===== src/rtl/fifo_arb_pkg.sv =====
// fifo_arb_pkg: shared state encoding and grant constants for the FIFO write arbiter.
package fifo_arb_pkg;

   typedef enum logic [1:0] {
      IDLE   = 2'd0,
      GRANT0 = 2'd1,
      GRANT1 = 2'd2
   } arb_state_t;

   localparam logic [1:0] GRANT_NONE = 2'b00;
   localparam logic [1:0] GRANT_REQ0 = 2'b01;
   localparam logic [1:0] GRANT_REQ1 = 2'b10;

   // One-hot owner decoded purely from the state register.
   function automatic logic [1:0] grant_of(input arb_state_t s);
      case (s)
         GRANT0:  return GRANT_REQ0;
         GRANT1:  return GRANT_REQ1;
         default: return GRANT_NONE;
      endcase
   endfunction

endpackage


===== src/rtl/fifo_arb_rr.sv =====
// fifo_arb_rr: two-way round-robin pick. A lone valid wins outright; on a tie
// the requester that was not served last wins. Only meaningful when a valid is high.
module fifo_arb_rr (
   input  logic i_valid0,
   input  logic i_valid1,
   input  logic i_last_served,
   output logic o_winner
);

   // Winner index: 0 = req0, 1 = req1.
   always_comb begin
      o_winner = 1'b0;
      if (i_valid0 && i_valid1) begin
         o_winner = ~i_last_served;
      end else if (i_valid1) begin
         o_winner = 1'b1;
      end
   end

endmodule


===== src/rtl/fifo_wr_arbiter.sv =====
// fifo_wr_arbiter: arbitrates two valid/ready writers onto one synchronous FIFO
// write port with bounded bursts (MAX_BURST beats) and round-robin tie-break.
// Optional per-requester beat statistics are enabled by defining FIFO_WR_ARB_STATS_EN.
module fifo_wr_arbiter
   import fifo_arb_pkg::*;
#(
   parameter int DATA_W    = 8,
   parameter int MAX_BURST = 16
) (
   input  logic              clk,
   input  logic              rst,
   input  logic              req0_valid,
   input  logic [DATA_W-1:0] req0_data,
   output logic              req0_ready,
   input  logic              req1_valid,
   input  logic [DATA_W-1:0] req1_data,
   output logic              req1_ready,
   input  logic              fifo_full,
   output logic              fifo_wr_en,
   output logic [DATA_W-1:0] fifo_din,
   output logic [1:0]        grant,
`ifdef FIFO_WR_ARB_STATS_EN
   output logic [31:0]       beats0,
   output logic [31:0]       beats1,
`endif
   output logic              busy
);

   localparam logic [7:0] LAST_BEAT_IDX = 8'(MAX_BURST - 1);

   arb_state_t r_state;
   arb_state_t w_state_next;
   logic [7:0] r_beat_cnt;
   logic       r_last_served;
   logic       w_rr_winner;
   logic       w_last_beat;
   logic       w_grant_entry;

   fifo_arb_rr u_rr (
      .i_valid0      (req0_valid),
      .i_valid1      (req1_valid),
      .i_last_served (r_last_served),
      .o_winner      (w_rr_winner)
   );

   assign grant = grant_of(r_state);
   assign busy  = |grant;

   // Handshake and FIFO write path: zero-cycle from accept to write, data muxed by owner.
   always_comb begin
      req0_ready = (r_state == GRANT0) && !fifo_full;
      req1_ready = (r_state == GRANT1) && !fifo_full;
      fifo_wr_en = 1'b0;
      fifo_din   = '0;
      case (r_state)
         GRANT0: begin
            fifo_wr_en = req0_valid && req0_ready;
            fifo_din   = req0_data;
         end
         GRANT1: begin
            fifo_wr_en = req1_valid && req1_ready;
            fifo_din   = req1_data;
         end
         default: begin
            fifo_wr_en = 1'b0;
            fifo_din   = '0;
         end
      endcase
   end

   assign w_last_beat   = fifo_wr_en && (r_beat_cnt == LAST_BEAT_IDX);
   assign w_grant_entry = (w_state_next != IDLE) && (w_state_next != r_state);

   // Next-state: a burst ends on its final beat or when the owner drops valid;
   // a waiting peer takes over directly, otherwise fall back to IDLE.
   always_comb begin
      w_state_next = r_state;
      case (r_state)
         IDLE: begin
            if (req0_valid || req1_valid) begin
               w_state_next = w_rr_winner ? GRANT1 : GRANT0;
            end
         end
         GRANT0: begin
            if (!req0_valid || w_last_beat) begin
               w_state_next = req1_valid ? GRANT1 : IDLE;
            end
         end
         GRANT1: begin
            if (!req1_valid || w_last_beat) begin
               w_state_next = req0_valid ? GRANT0 : IDLE;
            end
         end
         default: w_state_next = IDLE;
      endcase
   end

   // State, beat counter (cleared on grant entry, held while full) and last-served owner.
   always_ff @(posedge clk or posedge rst) begin
      if (rst) begin
         r_state       <= IDLE;
         r_beat_cnt    <= 8'd0;
         r_last_served <= 1'b1;
      end else begin
         r_state <= w_state_next;
         if (w_grant_entry) begin
            r_beat_cnt    <= 8'd0;
            r_last_served <= (w_state_next == GRANT1);
         end else if (fifo_wr_en) begin
            r_beat_cnt <= r_beat_cnt + 8'd1;
         end
      end
   end

`ifdef FIFO_WR_ARB_STATS_EN
   logic [31:0] r_beats0;
   logic [31:0] r_beats1;

   // Wrapping per-requester accepted-beat counters.
   always_ff @(posedge clk or posedge rst) begin
      if (rst) begin
         r_beats0 <= 32'd0;
         r_beats1 <= 32'd0;
      end else begin
         if (req0_valid && req0_ready) begin
            r_beats0 <= r_beats0 + 32'd1;
         end
         if (req1_valid && req1_ready) begin
            r_beats1 <= r_beats1 + 32'd1;
         end
      end
   end

   assign beats0 = r_beats0;
   assign beats1 = r_beats1;
`endif

endmodule


===== config.mk =====
export PLATFORM = sky130hd
export DESIGN_NAME = fifo_wr_arbiter
export DESIGN_NICKNAME = d
export VERILOG_FILES = /design/src/rtl/fifo_arb_pkg.sv /design/src/rtl/fifo_arb_rr.sv /design/src/rtl/fifo_wr_arbiter.sv
export SDC_FILE = /design/constraint.sdc
export NUM_CORES = 1
export LEC_CHECK = 0
export BUFFER_PORTS_ARGS = -buffer_cell sky130_fd_sc_hd__buf_2
export CAP_MARGIN = 20
export CORE_ASPECT_RATIO = 0.7
export CORE_MARGIN = 2
export CORE_UTILIZATION = 50
export DETAILED_ROUTE_END_ITERATION = 6
export PLACE_DENSITY_LB_ADDON = 0.15
export SLEW_MARGIN = 0
export SYNTH_ARGS = -nofsm -noshare
export SYNTH_HDL_FRONTEND = slang
export SYNTH_SLANG_ARGS = --single-unit
export TNS_END_PERCENT = 1

===== constraint.sdc =====
create_clock -name clk -period 4.2 [get_ports clk]
set_clock_uncertainty 0.2 [all_clocks]
set_input_delay 0.84 -clock clk [delete_from_list [all_inputs] [get_ports clk]]
set_output_delay 0.84 -clock clk [all_outputs]
set_load 0.05 [all_outputs]

# Word-level counts from Yosys, hierarchy flattened
# Index checks and enable logic that the tools add are counted.
[op_classes]
addsub = 1
bitwise_logic = 1
n_reduce_logical = 17
mux = 14
eq_ne = 5
[op_table]
columns = ["operator", "n"]
rows = [
  ["8-bit 2-to-1 mux", 2],
  ["8-bit case mux with 2 select lines", 1],
  ["2-bit 2-to-1 mux", 5],
  ["8-bit by 1-bit adder with 8-bit output, second input constant", 1],
  ["8-bit by 4-bit equality test with 1-bit output, second input constant", 1],
  ["1-bit logical AND", 7],
  ["2-bit case mux with 3 select lines", 1],
  ["2-bit equality test, second input constant", 2],
  ["2-bit case mux with 2 select lines", 1],
  ["2-bit nonzero test", 2],
  ["1-bit zero test", 3],
  ["1-bit logical OR", 3],
  ["1-bit 2-to-1 mux", 3],
  ["2-bit by 1-bit equality test with 1-bit output, second input constant", 1],
  ["2-bit zero test", 1],
  ["2-bit inequality test", 1],
  ["1-bit case mux with 2 select lines", 1],
  ["2-bit OR reduction", 1],
  ["1-bit NOT", 1],
]
[totals]
reg_bits = 11
out_inout_bits = 14

# Depth between registers and ports, before layout
[depth]
ltp_word = 11
mapped_depth = 9

# Cells and area by module
# A second synthesis with hierarchy kept.
[unflattened]
cells_unflattened = 113
hier_area_um2 = 1081.0
[by_module_without_submodules]
columns = ["module", "area_each_um2", "cells_each", "instances", "seq_area_each_um2"]
rows = [
  ["fifo_wr_arbiter", 1069.8, 112, 1, 276.5],
  ["fifo_arb_rr", 11.3, 1, 1, 0.0],
]

# Worst setup path before layout
# OpenSTA, ideal clock, no wires.
[synth_path]
kind = "register to output"
from = "register r_state[1]"
to = "output port fifo_wr_en"
t_arrival_ns = 2.408
setup_slack_ns = 0.752
required_ns = 3.160
stages_incl_launch_ff = 6
n_path_buf = 1
cell_sequence = "dfrtp_1 > clkbuf_1 > inv_1 > ha_1 > nand2b_1 > nor2_1"
[synth_between]
elab_chain_cells = 4
[synth_rtl]
columns = ["item", "line_no", "rtl"]
rows = [
  ["start, declared", "fifo_wr_arbiter.sv:31", "arb_state_t r_state;"],
  ["start signal, assigned", "fifo_wr_arbiter.sv:105", "r_state <= w_state_next;"],
  ["2-bit equality test or 2-bit by 1-bit equality test with 1-bit output (tied branches)", "fifo_wr_arbiter.sv:52, fifo_wr_arbiter.sv:55, fifo_wr_arbiter.sv:51", ""],
  ["1-bit logical AND (on tied branches)", "fifo_wr_arbiter.sv:52, fifo_wr_arbiter.sv:51", ""],
  ["1-bit logical AND (on tied branches)", "fifo_wr_arbiter.sv:61, fifo_wr_arbiter.sv:57", ""],
  ["1-bit case mux with 2 select lines *", "fifo_wr_arbiter.sv:55", "case (r_state)"],
  ["end, declared", "fifo_wr_arbiter.sv:19", "output logic fifo_wr_en,"],
]
# Every way passes the cells marked *; elsewhere a longest branch is shown, timed or not.

# Final worst setup path
# Same ends and word-level chain as after synthesis.

==> qor.yml <==
floorplan:
  dieArea_um2: 2460
  fp.coreArea_um2: 1900
  fp-row-count: 13
  io_pins: 35
  initial_core_util_pct: 54.4
  fp.dieW_um: 58.4
  die_y_um: 42.1
route:
  wl_per_cell_um: 14.5
  vias: 1085
  drtIter0Drc: 68
  drc: 0
  ant_nets: 0
  drt-total-wl_um: 2570
  drtPass1Iterations: 4
  via_per_inst: 6.13
timing:
  fin_ws_ns: 0.597
  tightest_slew_ns: 0.645
  period_share_pct: 85.8
  rsz0062_at_grt: "no"
  holdWs_ns: 0.348
  fin_crit_ns: 3.60
  maxSlewViolCount: 0
  hold_viol: 0
  fin_tns_setup_ns: 0
  slew_headroom_pct: 56.7
  setup-violations-final: 0
  fmax_ghz: 0.278
placed_design:
  io_buffers: 34
  placed_area_um2: 1210
  place_hpwl_um: 1900
  gp_congestion: 0.871
  dp_worst_setup_slack_ns: 0.800
global_route:
  grt_pass1_vias: 1003
  grt_overflow: 0
  track_usage_pct: 23.2
  grt_pass1_wl_um: 4520
  grt_antenna_before_repair: 0
  grt_max_degree: 17
power:
  peakVddDrop_v: 0.000519
  p_per_area_nw_per_um2: 705
  power.leakage_nw: 0.551
cts:
  cts_tree: "built"
  numCtsBuffers: 3
  post_cts.repair.setup_buffers: 0
  cts-hold-fix-buffers: 0
  clock_latency_ns: 0.27
  ctsResizeCount: 0
  cts_root_buf: "clkbuf_4"
  cts_max_level: 1
  clockBufferDepth: 2
  clk_pin_slew_ns: 0.07
  clock_sinks: 11
layout:
  fin_area_um2: 1230
  nets: 184
  diodes: 0
  area_growth_pct: 19.1
  drive_gt1_share_pct: 27.7
critical_path:
  critPathCaptureType: "output pin"
  reg2reg_slack_ns: 0.76
  r2r_start: "r_state[1]"
  r2r_cells: 7
  crit_start: "r_state[1]"
  criticalPathCategory: "register to output pin"
  cp.arrival_ns: 2.56
  start_kind: "register"
  critical_path.max_fanout: 16
  required_ns: 3.16
  r2r-end: "r_beat_cnt[3]"
logic_synthesis:
  ys_seq_area_share_pct: 26.7
  yosys_warnings: 0
  ys_ff_latch: 11
  netlist_area_um2: 1030
  syn_area_per_cell_um2: 8.34
  synth_cell_types: 35
  syn_inst: 124
  syn_nets: 152
min_path:
  holdCritStartpoint: "r_last_served"
  holdCritPathClass: "register to register"
  whs_endpoint: "r_last_served"
  hold_depth: 2
outcome:
  status: "complete, no violations"
job:
  maxCapViolCount: 0
kinds of logic after synthesis:
logic type | Yosys count | share of synthesized area (%)
buf+inv | 14 | 5.08
compound gates | 28 | 22.0
mux | 1 | 0.967
flops | 11 | 26.7
simple gates | 56 | 30.8
fa+ha+maj | 7 | 8.46
xor+xnor | 7 | 5.93
layout make-up:
| type | instances | area [um^2] |
|---|---|---|
| Multi-Input combinational cell | 99 | 706 |
| Timing Repair Buffer | 34 | 170 |
| Inverter | 7 | 26.3 |
| Clock buffer | 4 | 26.3 |
| Fill cell | 172 | 671 |
| Tap cell | 22 | 27.5 |
| Sequential cell | 11 | 277 |
metal layers:
| metal | up-vias | track usage [%] | share of wire, % |
|---|---|---|---|
| met5 | - | 0 | 0 |
| met4 | 0 | 1.40 | 0.23 |
| met3 | 2 | 6.17 | 7.8 |
| met2 | 49 | 38.0 | 46 |
| met1 | 511 | 31.8 | 46 |
| li1 | 523 | - | - |
placed cells by master, fill, tap and decap left out, drive strengths merged:
cell type and count:
a311o 2, clkbuf 4, and3 2, inv 7, o311ai 1, nor4 5
a21boi 1, a31oi 1, nand3b 3, a211o 1, dfrtp 10, nand4b 2
xnor2 5, a22oi 9, o41ai 1, nand4 1, and2 1, a311oi 3
nand2 9, o31ai 2, mux2i 1, nor2 4, o211ai 2, xor2 2
ha 7, or4 2, nor3 11, nor2b 11, o21ai 3, nand2b 1
nand3 4, a21oi 2, dfstp 1, buf 34
per-stage QoR:
step                utilization, %  instances  total power (W)
floorplan                        -        124         0.000677
global placement              63.4        173         0.000783
detailed placement            63.4        173         0.000795
CTS                           64.8        177         0.000869
global route                  64.8        177         0.000938
finish                        64.8        177         0.000869
power by group:
group          internal [W]  total [W]  switching [W]
Sequential         0.000130   0.000170      0.0000406
Clock             0.0000367  0.0000717      0.0000350
Combinational      0.000189   0.000627       0.000438
how the worst max path moves through the flow:
| stage | end | cells after the start |
|---|---|---|
| 2_1_floorplan | fifo_wr_en | 5 |
| 3_3_place_gp | r_beat_cnt[2] | 7 |
| 3_5_place_dp | r_beat_cnt[3] | 7 |
| 4_1_cts | fifo_wr_en | 5 |
| 5_1_grt | fifo_wr_en | 5 |
| 6_report | fifo_wr_en | 5 |
state kept, by name (all words and copies together) (netlist names):
register / count
r_state: 2
r_beat_cnt: 8
r_last_served: 1
cell usage after synthesis:
library cell / n / area share (%)
a211o_2: 1 / 0.97
a21boi_0: 1 / 0.73
a21oi_1: 2 / 0.97
a22oi_1: 9 / 6.5
a311o_1: 2 / 1.9
a311oi_1: 2 / 1.7
a311oi_4: 1 / 2.5
a31oi_1: 1 / 0.60
and2_1: 1 / 0.60
and3_1: 1 / 0.60
and3_2: 1 / 0.73
clkbuf_1: 7 / 2.5
dfrtp_1: 10 / 24
dfstp_2: 1 / 2.5
ha_1: 7 / 8.5
inv_1: 7 / 2.5
mux2i_1: 1 / 0.97
nand2_1: 9 / 3.3
nand2b_1: 1 / 0.60
nand3_1: 4 / 1.9
nand3b_1: 3 / 2.2
nand4_1: 1 / 0.60
nand4b_1: 2 / 1.7
nor2_1: 4 / 1.5
nor2b_1: 11 / 6.7
nor3_1: 11 / 5.3
nor4_1: 5 / 3.0
o211ai_1: 2 / 1.5
o21ai_0: 3 / 1.5
o311ai_0: 1 / 0.85
o31ai_1: 2 / 1.5
o41ai_1: 1 / 0.85
or4_4: 2 / 2.2
xnor2_1: 5 / 4.2
xor2_1: 2 / 1.7
worst max-delay path, cell delays in order, from the launching register on:
cell and delay [ns]:
dfrtp_1 0.52, inv_1 0.22, ha_1 0.52, a22oi_1 0.33, nor2_1 0.38, buf_2 0.34
Power figures use the tool's default switching activity.
